File: src/rtl/snake_audio.sv
`default_nettype none
// ============================================================================
// Module   : snake_audio
// Brief    : Sound-effect generator for the Snake game. Produces a 1-bit
//            square-wave tone for the mono PWM amplifier: game-over drone,
//            eat chirp and button click, selected by fixed priority.
// Revision : 1.0 - initial release
// ============================================================================
module snake_audio #(
    parameter int CLK_HZ   = 100_000_000,
    parameter int GO_HALF  = 250_000,
    parameter int EAT_HALF = 50_000,
    parameter int BTN_HALF = 25_000,
    parameter int EAT_DUR  = 10_000_000,
    parameter int BTN_DUR  = 2_000_000
) (
    input  logic        clk,
    input  logic        reset,
    input  logic [4:0]  pbttn,
    input  logic        switch_screen,
    input  logic        gameover,
    input  logic [15:0] ate,
    output logic        AUD_PWM,
    output logic        AUD_SD
);

    localparam logic [17:0] c_go_half_m1  = 18'(GO_HALF - 1);
    localparam logic [17:0] c_eat_half_m1 = 18'(EAT_HALF - 1);
    localparam logic [17:0] c_btn_half_m1 = 18'(BTN_HALF - 1);
    localparam logic [23:0] c_eat_dur     = 24'(EAT_DUR);
    localparam logic [23:0] c_btn_dur     = 24'(BTN_DUR);
    // Amplifier stays enabled out of reset for any meaningful clock setting.
    localparam logic        c_sd_on       = (CLK_HZ > 0);

    typedef enum logic [1:0] {
        TONE_SILENT = 2'd0,
        TONE_BTN    = 2'd1,
        TONE_EAT    = 2'd2,
        TONE_GO     = 2'd3
    } tone_t;

    logic [4:0]  r_btn_s1, r_btn_s2, r_btn_prev;
    logic [15:0] r_ate_s1, r_ate_s2, r_ate_prev;
    logic        r_go_s1, r_go_s2, r_sw_s1, r_sw_s2;
    logic [2:0]  r_vld;
    logic        r_go_act;
    logic [23:0] r_eat_tmr, r_btn_tmr;
    logic        w_btn_evt, w_eat_evt;
    tone_t       r_sel, w_sel, r_cur;
    logic [17:0] r_phase, w_half_m1;
    logic        r_pwm, r_sd;

    // Two-flop synchronizers plus previous-sample registers; r_vld marks when
    // r_ate_prev holds a real sample so the first ate value is not an event.
    always_ff @(posedge clk or negedge reset) begin
        if (!reset) begin
            r_btn_s1   <= '0;
            r_btn_s2   <= '0;
            r_btn_prev <= '0;
            r_ate_s1   <= '0;
            r_ate_s2   <= '0;
            r_ate_prev <= '0;
            r_go_s1    <= 1'b0;
            r_go_s2    <= 1'b0;
            r_sw_s1    <= 1'b0;
            r_sw_s2    <= 1'b0;
            r_vld      <= '0;
        end else begin
            r_btn_s1   <= pbttn;
            r_btn_s2   <= r_btn_s1;
            r_btn_prev <= r_btn_s2;
            r_ate_s1   <= ate;
            r_ate_s2   <= r_ate_s1;
            r_ate_prev <= r_ate_s2;
            r_go_s1    <= gameover;
            r_go_s2    <= r_go_s1;
            r_sw_s1    <= switch_screen;
            r_sw_s2    <= r_sw_s1;
            r_vld      <= {r_vld[1:0], 1'b1};
        end
    end

    assign w_btn_evt = |(r_btn_s2 & ~r_btn_prev);
    assign w_eat_evt = r_vld[2] && (r_ate_s2 != r_ate_prev);

    // Effect timers: load on event (retrigger), count down, saturate at zero.
    always_ff @(posedge clk or negedge reset) begin
        if (!reset) begin
            r_eat_tmr <= '0;
            r_btn_tmr <= '0;
            r_go_act  <= 1'b0;
        end else begin
            if (w_eat_evt) begin
                r_eat_tmr <= c_eat_dur;
            end else if (r_eat_tmr != '0) begin
                r_eat_tmr <= r_eat_tmr - 24'd1;
            end
            if (w_btn_evt) begin
                r_btn_tmr <= c_btn_dur;
            end else if (r_btn_tmr != '0) begin
                r_btn_tmr <= r_btn_tmr - 24'd1;
            end
            // Matches the event-detect stage so every source has equal latency.
            r_go_act <= r_go_s2 & r_sw_s2;
        end
    end

    // Tone select state register.
    always_ff @(posedge clk or negedge reset) begin
        if (!reset) begin
            r_sel <= TONE_SILENT;
        end else begin
            r_sel <= w_sel;
        end
    end

    // Next tone: fixed priority game-over > eat > button > silent.
    always_comb begin
        w_sel = TONE_SILENT;
        if (r_go_act) begin
            w_sel = TONE_GO;
        end else if (r_eat_tmr != '0) begin
            w_sel = TONE_EAT;
        end else if (r_btn_tmr != '0) begin
            w_sel = TONE_BTN;
        end
    end

    // Half-period of the tone currently being played.
    always_comb begin
        w_half_m1 = '0;
        case (r_cur)
            TONE_GO:  w_half_m1 = c_go_half_m1;
            TONE_EAT: w_half_m1 = c_eat_half_m1;
            TONE_BTN: w_half_m1 = c_btn_half_m1;
            default:  w_half_m1 = '0;
        endcase
    end

    // Square-wave generator: restart high on tone change, toggle every half.
    always_ff @(posedge clk or negedge reset) begin
        if (!reset) begin
            r_cur   <= TONE_SILENT;
            r_phase <= '0;
            r_pwm   <= 1'b0;
            r_sd    <= 1'b0;
        end else begin
            r_sd <= c_sd_on;
            if (r_sel != r_cur) begin
                r_cur   <= r_sel;
                r_phase <= '0;
                r_pwm   <= (r_sel != TONE_SILENT);
            end else if (r_cur == TONE_SILENT) begin
                r_phase <= '0;
                r_pwm   <= 1'b0;
            end else if (r_phase == w_half_m1) begin
                r_phase <= '0;
                r_pwm   <= ~r_pwm;
            end else begin
                r_phase <= r_phase + 18'd1;
            end
        end
    end

    assign AUD_PWM = r_pwm;
    assign AUD_SD  = r_sd;

endmodule
`default_nettype wire

File: config.mk
export PLATFORM = sky130hd
export DESIGN_NAME = snake_audio
export DESIGN_NICKNAME = d
export VERILOG_FILES = /design/src/rtl/snake_audio.sv
export SDC_FILE = /design/constraint.sdc
export NUM_CORES = 1
export LEC_CHECK = 0
export ABC_AREA = 1
export BUFFER_PORTS_ARGS = -buffer_cell sky130_fd_sc_hd__buf_2
export CAP_MARGIN = 40
export CORE_MARGIN = 2
export CORE_UTILIZATION = 66
export DETAILED_ROUTE_END_ITERATION = 6
export PLACE_DENSITY = 0.84
export SYNTH_ARGS = -nofsm -noshare
export SYNTH_HDL_FRONTEND = slang
export SYNTH_SLANG_ARGS = --single-unit
File: constraint.sdc
create_clock -name clk -period 5.4 [get_ports clk]
set_clock_uncertainty 0.1 [all_clocks]
set_input_delay 0.27 -clock clk [delete_from_list [all_inputs] [get_ports clk]]
set_output_delay 0.27 -clock clk [all_outputs]
set_load 0.1 [all_outputs]
**Yosys cells after proc, flatten, opt, wreduce, memory -nomap -nowiden**

Cells that the tools add are included.

- Add/subtract/negate cells: 3
- Multiply operators: 0
- Div/mod/pow operators: 0
- Magnitude comparators: 0
- Equality and inequality tests: 6
- Shifts and indexed selects: 0
- Multiplexer cells: 14
- Bitwise operators: 4
- Reduce and logical (&&, ||, !) cells: 9

Operators by type and width:

| cell | count |
|---|---|
| 2-to-1 mux 24 bit | 4 |
| 2-to-1 mux 18 bit | 3 |
| case mux 18 bit (3 select lines) | 1 |
| nonzero test 24 bit | 2 |
| subtractor 24 x 1 -> 24 bit (second input constant) | 2 |
| adder 18 x 1 -> 18 bit (second input constant) | 1 |
| == test 18 bit | 1 |
| inequality test 16 bit | 1 |
| nonzero test 2 bit | 3 |
| bitwise AND 5 bit | 1 |
| NOT 5 bit | 1 |
| OR reduction 5 bit | 1 |
| == test 2 bit (second input constant) | 2 |
| 2-to-1 mux 1 bit | 4 |
| 2-to-1 mux 2 bit | 2 |
| nonzero test 3 bit | 1 |
| == test 2 x 1 -> 1 bit (second input constant) | 1 |
| logical NOT 2 bit | 1 |
| inequality test 2 bit | 1 |
| bitwise AND 1 bit | 1 |
| logical AND 1 bit | 1 |
| NOT 1 bit | 1 |

- Flip-flop bits (word level): 143
- Latch bits: 0
- RAM bits: 0
- Bits in read-only memories: 0
- Input port bits: 25
- Output and inout port bits: 2
- Logic and storage cells: 55
- Memories: 0

**Logic depth before layout (Yosys ltp)**

Gate-level depths: netlist of the first run.

- Depth in word-level cells: 6
- Gate-level depth with buffers: 12
- Mapped depth without buffers: 12

**Worst setup path after synthesis of the first run**

OpenSTA, ideal clock, no wires.

- Path kind: reg-to-reg
- From: register r_cur[0]
- To: register r_phase[2]
- Library setup time: 120 ps
- Data arrival time: 1572 ps
- Data required time: 5180 ps
- Setup slack: 3608 ps
- Stages on the path, launching flop included: 10
- Path buffers: 1
- Clock period less this slack: 1792 ps
- Path through: dfrtp_1 -> inv_1 -> ha_1 -> nand2_1 -> nand3_1 -> nor2_1 -> nand3_2 -> o21ai_4 -> buf_6 -> nor2_1

- Cells in the longest elaborated chain, start to end: 6
- Elaborated cells between the ends (all ways): 10
- Classes of those cells: eq/ne: 5; mux: 4; reduce/logical: 1

RTL lines:

| item | RTL line | text |
|---|---|---|
| start: declaration | 49 | `tone_t r_sel, w_sel, r_cur;` |
| start signal: assignment | 150 | `r_cur <= r_sel;` |
| == test 2 x 1 -> 1 bit or == test 2 bit (tied branches) | 132 | `case (r_cur)` |
| case mux 18 bit (3 select lines) | 132 |  |
| == test 18 bit | 156 | `end else if (r_phase == w_half_m1) begin` |
| 2-to-1 mux 18 bit | 156 |  |
| 2-to-1 mux 18 bit | 153 | `end else if (r_cur == TONE_SILENT) begin` |
| 2-to-1 mux 18 bit * | 149 | `if (r_sel != r_cur) begin` |
| end signal: assignment | 160 | `r_phase <= r_phase + 18'd1;` |
| end: declaration | 50 | `logic [17:0] r_phase, w_half_m1;` |

Every way passes the cells marked *; elsewhere a longest branch is shown, timed or not.
A chain may end at the register's enable or synchronous reset.

**Worst setup path after layout of the first run**

- From: register r_ate_s2[7]
- To: register r_eat_tmr[12]

- Cells in the longest elaborated chain, start to end: 3
- Elaborated cells between the ends (all ways): 4
- Classes of those cells: eq/ne: 1; mux: 1; reduce/logical: 2

RTL lines:

| item | RTL line | text |
|---|---|---|
| start: declaration | 43 | `logic [15:0] r_ate_s1, r_ate_s2, r_ate_prev;` |
| start signal: assignment | 73 | `r_ate_s2 <= r_ate_s1;` |
| inequality test 16 bit * | 84 | `assign w_eat_evt = r_vld[2] && (r_ate_s2 != r_ate_prev);` |
| logical AND 1 bit * | 84 |  |
| 2-to-1 mux 24 bit or nonzero test 2 bit (tied branches) | n/a |  |
| end signal: assignment | 94 | `r_eat_tmr <= c_eat_dur;` |
| end signal: assignment | 96 | `r_eat_tmr <= r_eat_tmr - 24'd1;` |
| end: declaration | 47 | `logic [23:0] r_eat_tmr, r_btn_tmr;` |

Marks and branches as above.

==> results.json, run 1 <==
{
  "cts_buffer_depth": 2,
  "hpwl_um": 9380,
  "power_density_mw_per_mm2": 329,
  "clk_pin_slew_ns": 0.06,
  "r2r_end": "r_eat_tmr[12]",
  "antenna_left": 0,
  "layout.cells.non_filler": 1015,
  "ctsResizeCount": 0,
  "drive_gt1_frac": 0.0930,
  "status": "complete, no violations",
  "clockRootBuffer": "clkbuf_8",
  "start_kind": "flop",
  "postSynthAreaPerCell_um2": 8.18,
  "endpoint": "r_eat_tmr[12]",
  "htreeDepth": 4,
  "critPathKind": "flop to flop",
  "area_growth_pct": 15.9,
  "fmax_mhz": 460,
  "syn_nets": 844,
  "ys_top_cells_by_area": "dfrtp_1 54%, nand2_1 11%, nor2_1 9.7%, inv_1 6.1%, nand3_1 3.6%",
  "layout.nets": 905,
  "worst_path_largest_cell_delay_ns": 0.62,
  "worstPathArrival_ns": 2.43,
  "crit_family": "simple AND/OR/NAND/NOR gates",
  "crit_path_frequent_cell": "nand2_1",
  "hold_viol": 0,
  "num_rows": 36,
  "port_buffers": 26,
  "r2r-start": "r_ate_s2[7]",
  "synth_top_area_share": 0.537,
  "grt_pass1_vias": 5365,
  "num_vias": 5328,
  "fp.dieH_um": 104,
  "r2r_slack_ns": 3.23,
  "dieArea_mm2": 0.0108,
  "clk-insertion-delay-late_ns": 0.53,
  "synth-async-reset-ratio": 1.00,
  "die_x_um": 104,
  "ys_seq_area_frac": 0.537,
  "p_leak_nw": 3.84,
  "period_needed_ns": 2.17,
  "tightest_slew_ns": 0.838,
  "path_depth": 9,
  "crit_path_top_delay_cell": "nand2_1",
  "synth_flop_cell": "dfrtp_1",
  "drt_iter0_drc": 386,
  "hold_ws_ns": 0.227,
  "drv_slew": 0,
  "synth_warnings": 0,
  "reg2regPathDepth": 9,
  "track_usage": 0.292,
  "crit_required_ns": 5.65,
  "cap_violations": 0,
  "start_util": 0.680,
  "placed_cells": 959,
  "ys_ff_latch": 142,
  "fill_cells": 646,
  "final_cell_mix": "201 x nand2_1, 171 x nor2_1, 142 x dfrtp_1",
  "netlist.top_cell.by_area": "dfrtp_1",
  "setup_viol": 0,
  "crit_chain": "inv_1 -> nand2_1 -> nand2_1 -> nor2_1 -> nand2_1 -> nor2_1 -> nand2_1 -> nand2_1 -> o21ai_0",
  "drc": 0,
  "cp-end-kind": "flop",
  "cts_made_buffers": 17,
  "slew_headroom": 0.440,
  "ir_drop_mv": 0.288,
  "grt_max_degree": 75,
  "hold_class": "input port to asynchronous set/reset pin",
  "wirelength_um": 14500,
  "synth_area_mm2": 0.00661,
  "io_pins": 27,
  "antenna_found_initial": 0,
  "place_congestion": 0.938,
  "power.total_mw": 2.52,
  "path_buf_inv": 1,
  "routedWlPerCell_um": 14.3,
  "synthCells": 808,
  "viasPerCell": 5.25,
  "tritoncts": "built",
  "antenna_cells": 0,
  "core_mm2": 0.00973,
  "cts_num_sinks": 142,
  "first_pass_iters": 5,
  "synth_cell_types": 32,
  "period_share": 0.402,
  "synth_edf_count": 0,
  "tns_ns": 0,
  "layout_commonest_cell": "nand2_1",
  "grt_pass1_wl_um": 25100,
  "globalRoute.totalOverflow": 0,
  "critPathLaunch": "r_ate_s2[7]",
  "crit_fanout": 23,
  "rsz0062_at_grt": "false"
}
[layout make-up]
type	instances	area, um^2	area share
flip-flops and latches	142	3550	0.464
repair buffers	52	392	0.0511
clock inverters	13	128	0.0167
well taps	133	166	0.0217
multi-input cells	548	2600	0.339
inverters	108	405	0.0529
clock buffers	19	422	0.0550
[worst min-delay path by stage]
stage	startpoint	endpoint	slack (ns)	cells after the start
floorplan	reset	AUD_PWM	-0.13	0
global placement	reset	r_eat_tmr[21]	0.22	1
detailed placement	reset	r_eat_tmr[17]	0.23	1
CTS	reset	AUD_PWM	0.25	2
global route	r_ate_s1[15]	r_ate_s2[15]	0.26	0
finish	reset	r_eat_tmr[17]	0.23	2
[kinds of logic after synthesis]
kind of cell / count (synthesis) / share of synthesized area
buffers and inverters: 118 / 0.0698
AOI/OAI and AO/OA: 25 / 0.0218
DFF: 142 / 0.537
other: 1 / 0.000567
adders and majority gates: 11 / 0.0208
xor gates and xnor gates: 32 / 0.0424
and+or+nand+nor: 479 / 0.307
[state kept, by name, indices dropped and copies added (netlist names)]
| name | flops |
|---|---|
| r_eat_tmr | 24 |
| r_cur | 2 |
| r_sw_s2 | 1 |
| AUD_PWM | 1 |
| r_go_s2 | 1 |
| r_go_s1 | 1 |
| r_btn_prev | 5 |
| r_go_act | 1 |
| r_phase | 18 |
| r_sw_s1 | 1 |
| r_btn_tmr | 24 |
| r_vld | 3 |
| r_btn_s1 | 5 |
| r_btn_s2 | 5 |
| r_ate_s2 | 16 |
| r_ate_prev | 16 |
| r_ate_s1 | 16 |
| r_sel | 2 |
[cells in the mapped netlist (8+ instances only)]
master,count
xnor2_1,8
dfrtp_1,142
nand4_1,20
inv_1,108
o21ai_0,13
nor2_2,8
nor2_1,171
or2_2,8
nor3_1,13
ha_1,11
nand3_1,48
xor2_1,24
nand2_1,201
[through the flow]
stage	instance area, um^2	utilization	worst slack (ns)
2_1_floorplan	6610	-	3.61
3_3_place_gp	6870	0.706	3.41
3_5_place_dp	6870	0.706	3.34
4_1_cts	7660	0.788	3.31
5_1_grt	7660	0.788	3.04
6_report	7660	0.788	3.23
[where the power goes]
part	switching (mW)	internal [mW]	total, mW
Clock	0.474	0.621	1.09
Combinational	0.176	0.0878	0.264
Sequential	0.0437	1.12	1.16
[repair_timing]
| action | CTS | global route |
|---|---|---|
| setup buffers | 0 | 0 |
| endpoints found under the hold margin | 96 | 0 |
| hold buffers | 24 | 0 |
| setup endpoints to repair | 0 | 0 |
[worst register-to-register path, delay by kind of cell, from the launching register on]
| family | cells | cell delay, ns |
|---|---|---|
| AND/OR/NAND/NOR | 7 | 1.24 |
| buffers and inverters | 1 | 0.06 |
| AO/OA/AOI/OAI | 1 | 0.22 |
| flip-flops | 1 | 0.39 |
[per-layer routing]
layer	wire length (um)	track usage	part of all wire
met4	332	0.115	0.023
met5	0	0	0
met3	688	0.0602	0.047
met2	7430	0.489	0.51
met1	6090	0.378	0.42
(Power assumes the default switching activity.)
==> run 2: changes to the inputs <==
--- a/config.mk
+++ b/config.mk
@@ -9,9 +9,9 @@
 export BUFFER_PORTS_ARGS = -buffer_cell sky130_fd_sc_hd__buf_2
 export CAP_MARGIN = 40
 export CORE_MARGIN = 2
-export CORE_UTILIZATION = 66
+export CORE_UTILIZATION = 56
 export DETAILED_ROUTE_END_ITERATION = 6
-export PLACE_DENSITY = 0.84
+export PLACE_DENSITY = 0.76
 export SYNTH_ARGS = -nofsm -noshare
 export SYNTH_HDL_FRONTEND = slang
 export SYNTH_SLANG_ARGS = --single-unit
==> constraint.sdc (replaced) <==
create_clock -name clk -period 1.95 [get_ports clk]
set_clock_uncertainty 0.1 [all_clocks]
set_input_delay 0.0975 -clock clk [delete_from_list [all_inputs] [get_ports clk]]
set_output_delay 0.0975 -clock clk [all_outputs]
set_load 0.1 [all_outputs]
==> run 2 against run 1 <==
Design area grew 2.4%. Die area grew 17%. Clock power grew to 2.9 times the previous value. Critical endpoint is now r_eat_tmr[20]. Sequential cell count is the same. Combinational power grew to 2.9 times the previous value. Global-route usage shrank 6.5 points. Count of clock-buffer cells in the layout is the same. Critical path type unchanged. Via count shrank 1.7%. Highest routed layer unchanged. Sequential share of layout area shrank 1.0 points.
==> results.json, run 2 (synthesized netlist as in run 1, its figures left out) <==
{
  "hold_class": "input port to asynchronous set/reset pin",
  "power_density_mw_per_mm2": 908,
  "area_growth_pct": 18.7,
  "first_pass_iters": 5,
  "drive_gt1_frac": 0.120,
  "place_congestion": 0.919,
  "layout.cells.non_filler": 1038,
  "critPathKind": "flop to flop",
  "die_x_um": 113,
  "htreeDepth": 4,
  "port_buffers": 26,
  "dieArea_mm2": 0.0127,
  "design_area_mm2": 0.00785,
  "layout.nets": 918,
  "tritoncts": "built",
  "period_share": 0.938,
  "p_int_mw": 5.23,
  "p_leak_nw": 3.93,
  "setup_viol": 0,
  "antenna_found_initial": 0,
  "num_rows": 39,
  "layout_commonest_cell": "nand2_1",
  "period_needed_ns": 1.83,
  "antenna_left": 0,
  "drt_iter0_drc": 404,
  "crit_required_ns": 2.16,
  "placed_cells": 982,
  "fmax_mhz": 547,
  "drv_slew": 0,
  "core_mm2": 0.0115,
  "cap_violations": 0,
  "ir_drop_mv": 1.33,
  "clk_pin_slew_ns": 0.06,
  "start_kind": "flop",
  "viasPerCell": 5.04,
  "rsz0062_at_grt": "true",
  "grt_pass1_vias": 5155,
  "p_comb_frac": 0.107,
  "seqPwrFrac": 0.451,
  "grt_pass1_wl_um": 22900,
  "antenna_cells": 0,
  "wirelength_um": 13100,
  "crit_fanout": 4,
  "cts_buffer_depth": 2,
  "cts_made_buffers": 17,
  "final_cell_mix": "201 x nand2_1, 167 x nor2_1, 140 x dfrtp_1",
  "num_vias": 5236,
  "routedWlPerCell_um": 12.7,
  "track_usage": 0.227,
  "reg_top3": "r_btn_tmr (24), r_eat_tmr (24), r_phase (18)",
  "worstPathArrival_ns": 2.03,
  "grt_max_degree": 60,
  "tightest_slew_ns": 0.530,
  "drc": 0,
  "globalRoute.totalOverflow": 0,
  "clockRootBuffer": "clkbuf_16",
  "placed_cell_area_mm2": 0.00701,
  "power.share.clock": 0.441,
  "io_pins": 27,
  "hpwl_um": 9180,
  "p_sw_mw": 1.89,
  "clk-insertion-delay-late_ns": 0.43,
  "status": "complete, no violations",
  "cts_num_sinks": 142,
  "start_util": 0.577,
  "fp.dieH_um": 113,
  "swShare": 0.266,
  "hold_viol": 0,
  "slew_headroom": 0.647,
  "fill_cells": 876,
  "cp-end-kind": "flop"
}
[run 2: changes by cell type in the layout (fill, tap and decap cells not counted), sizes merged]
cell | previous run | this run
clkinvlp | 2 | 3
clkinv | 4 | 2
inv | 114 | 115
buf | 28 | 41
[run 2: timing repair]
action	CTS	global route
hold buffers	24	0
hold endpoints to repair	126	0
gates resized for setup	0	10
setup buffers	0	0
endpoints found under the setup margin	0	29
[run 2: worst paths after layout]
path / from / end / cells after the start / slack, ns
min in group clk: ate[11] / r_ate_s1[11] / 2 / 0.20
min reg2reg: r_ate_s1[13] / r_ate_s2[13] / 0 / 0.25
max reg2reg: r_eat_tmr[0] / r_eat_tmr[20] / 8 / 0.12
min: reset / r_btn_s2[0] / 2 / 0.08
max: r_eat_tmr[0] / r_eat_tmr[20] / 8 / 0.12
max in group asynchronous: reset / r_eat_tmr[9] / 3 / 0.98
[run 2: power by group through the flow]
| stage | Combinational (mW) | Sequential (mW) | Clock (mW) |
|---|---|---|---|
| after CTS | 0.765 | 3.21 | 3.22 |
| final | 0.765 | 3.21 | 3.14 |
| after detailed placement | 0.716 | 3.26 | 0 |
| after floorplan | 0.444 | 3.28 | 0 |
| after global routing | 0.868 | 3.23 | 3.33 |
| after global placement | 0.695 | 3.25 | 0 |
[run 2: through the flow]
stage | TNS (ns) | setup WS, ns | hold WS [ns] | power [mW] | utilization
after detailed placement | 0 | 0.0689 | -0.0151 | 3.98 | 0.611
after CTS | 0 | 0.0471 | 0.107 | 7.19 | 0.683
after floorplan | 0 | 0.158 | -0.298 | 3.72 | -
after global routing | -0.0246 | -0.0246 | 0.133 | 7.43 | 0.684
after global placement | 0 | 0.160 | -0.0106 | 3.95 | 0.611
final | 0 | 0.121 | 0.0826 | 7.12 | 0.684
[run 2: final cells by class]
cell class                      count  area [um^2]  area share
Sequential cell                   142         3560       0.453
Multi-Input combinational cell    548         2610       0.333
Clock buffer                       19          453      0.0577
Clock inverter                     13          129      0.0164
Timing Repair Buffer               65          514      0.0656
Tap cell                          143          179      0.0228
Inverter                          108          405      0.0517
[run 2: per-layer routing]
metal / share of wire / track usage
met5: 0 / 0
met4: 0.021 / 0.0951
met3: 0.042 / 0.0551
met2: 0.49 / 0.376
met1: 0.44 / 0.286
[run 2: worst max-delay path, cell delays in order (launching register included)]
cell,delay (ns)
dfrtp_1,0.43
inv_2,0.12
ha_2,0.21
nand2_1,0.12
nor2_2,0.17
and2_1,0.19
nand2_1,0.11
o21ai_0,0.17
nand3_1,0.09
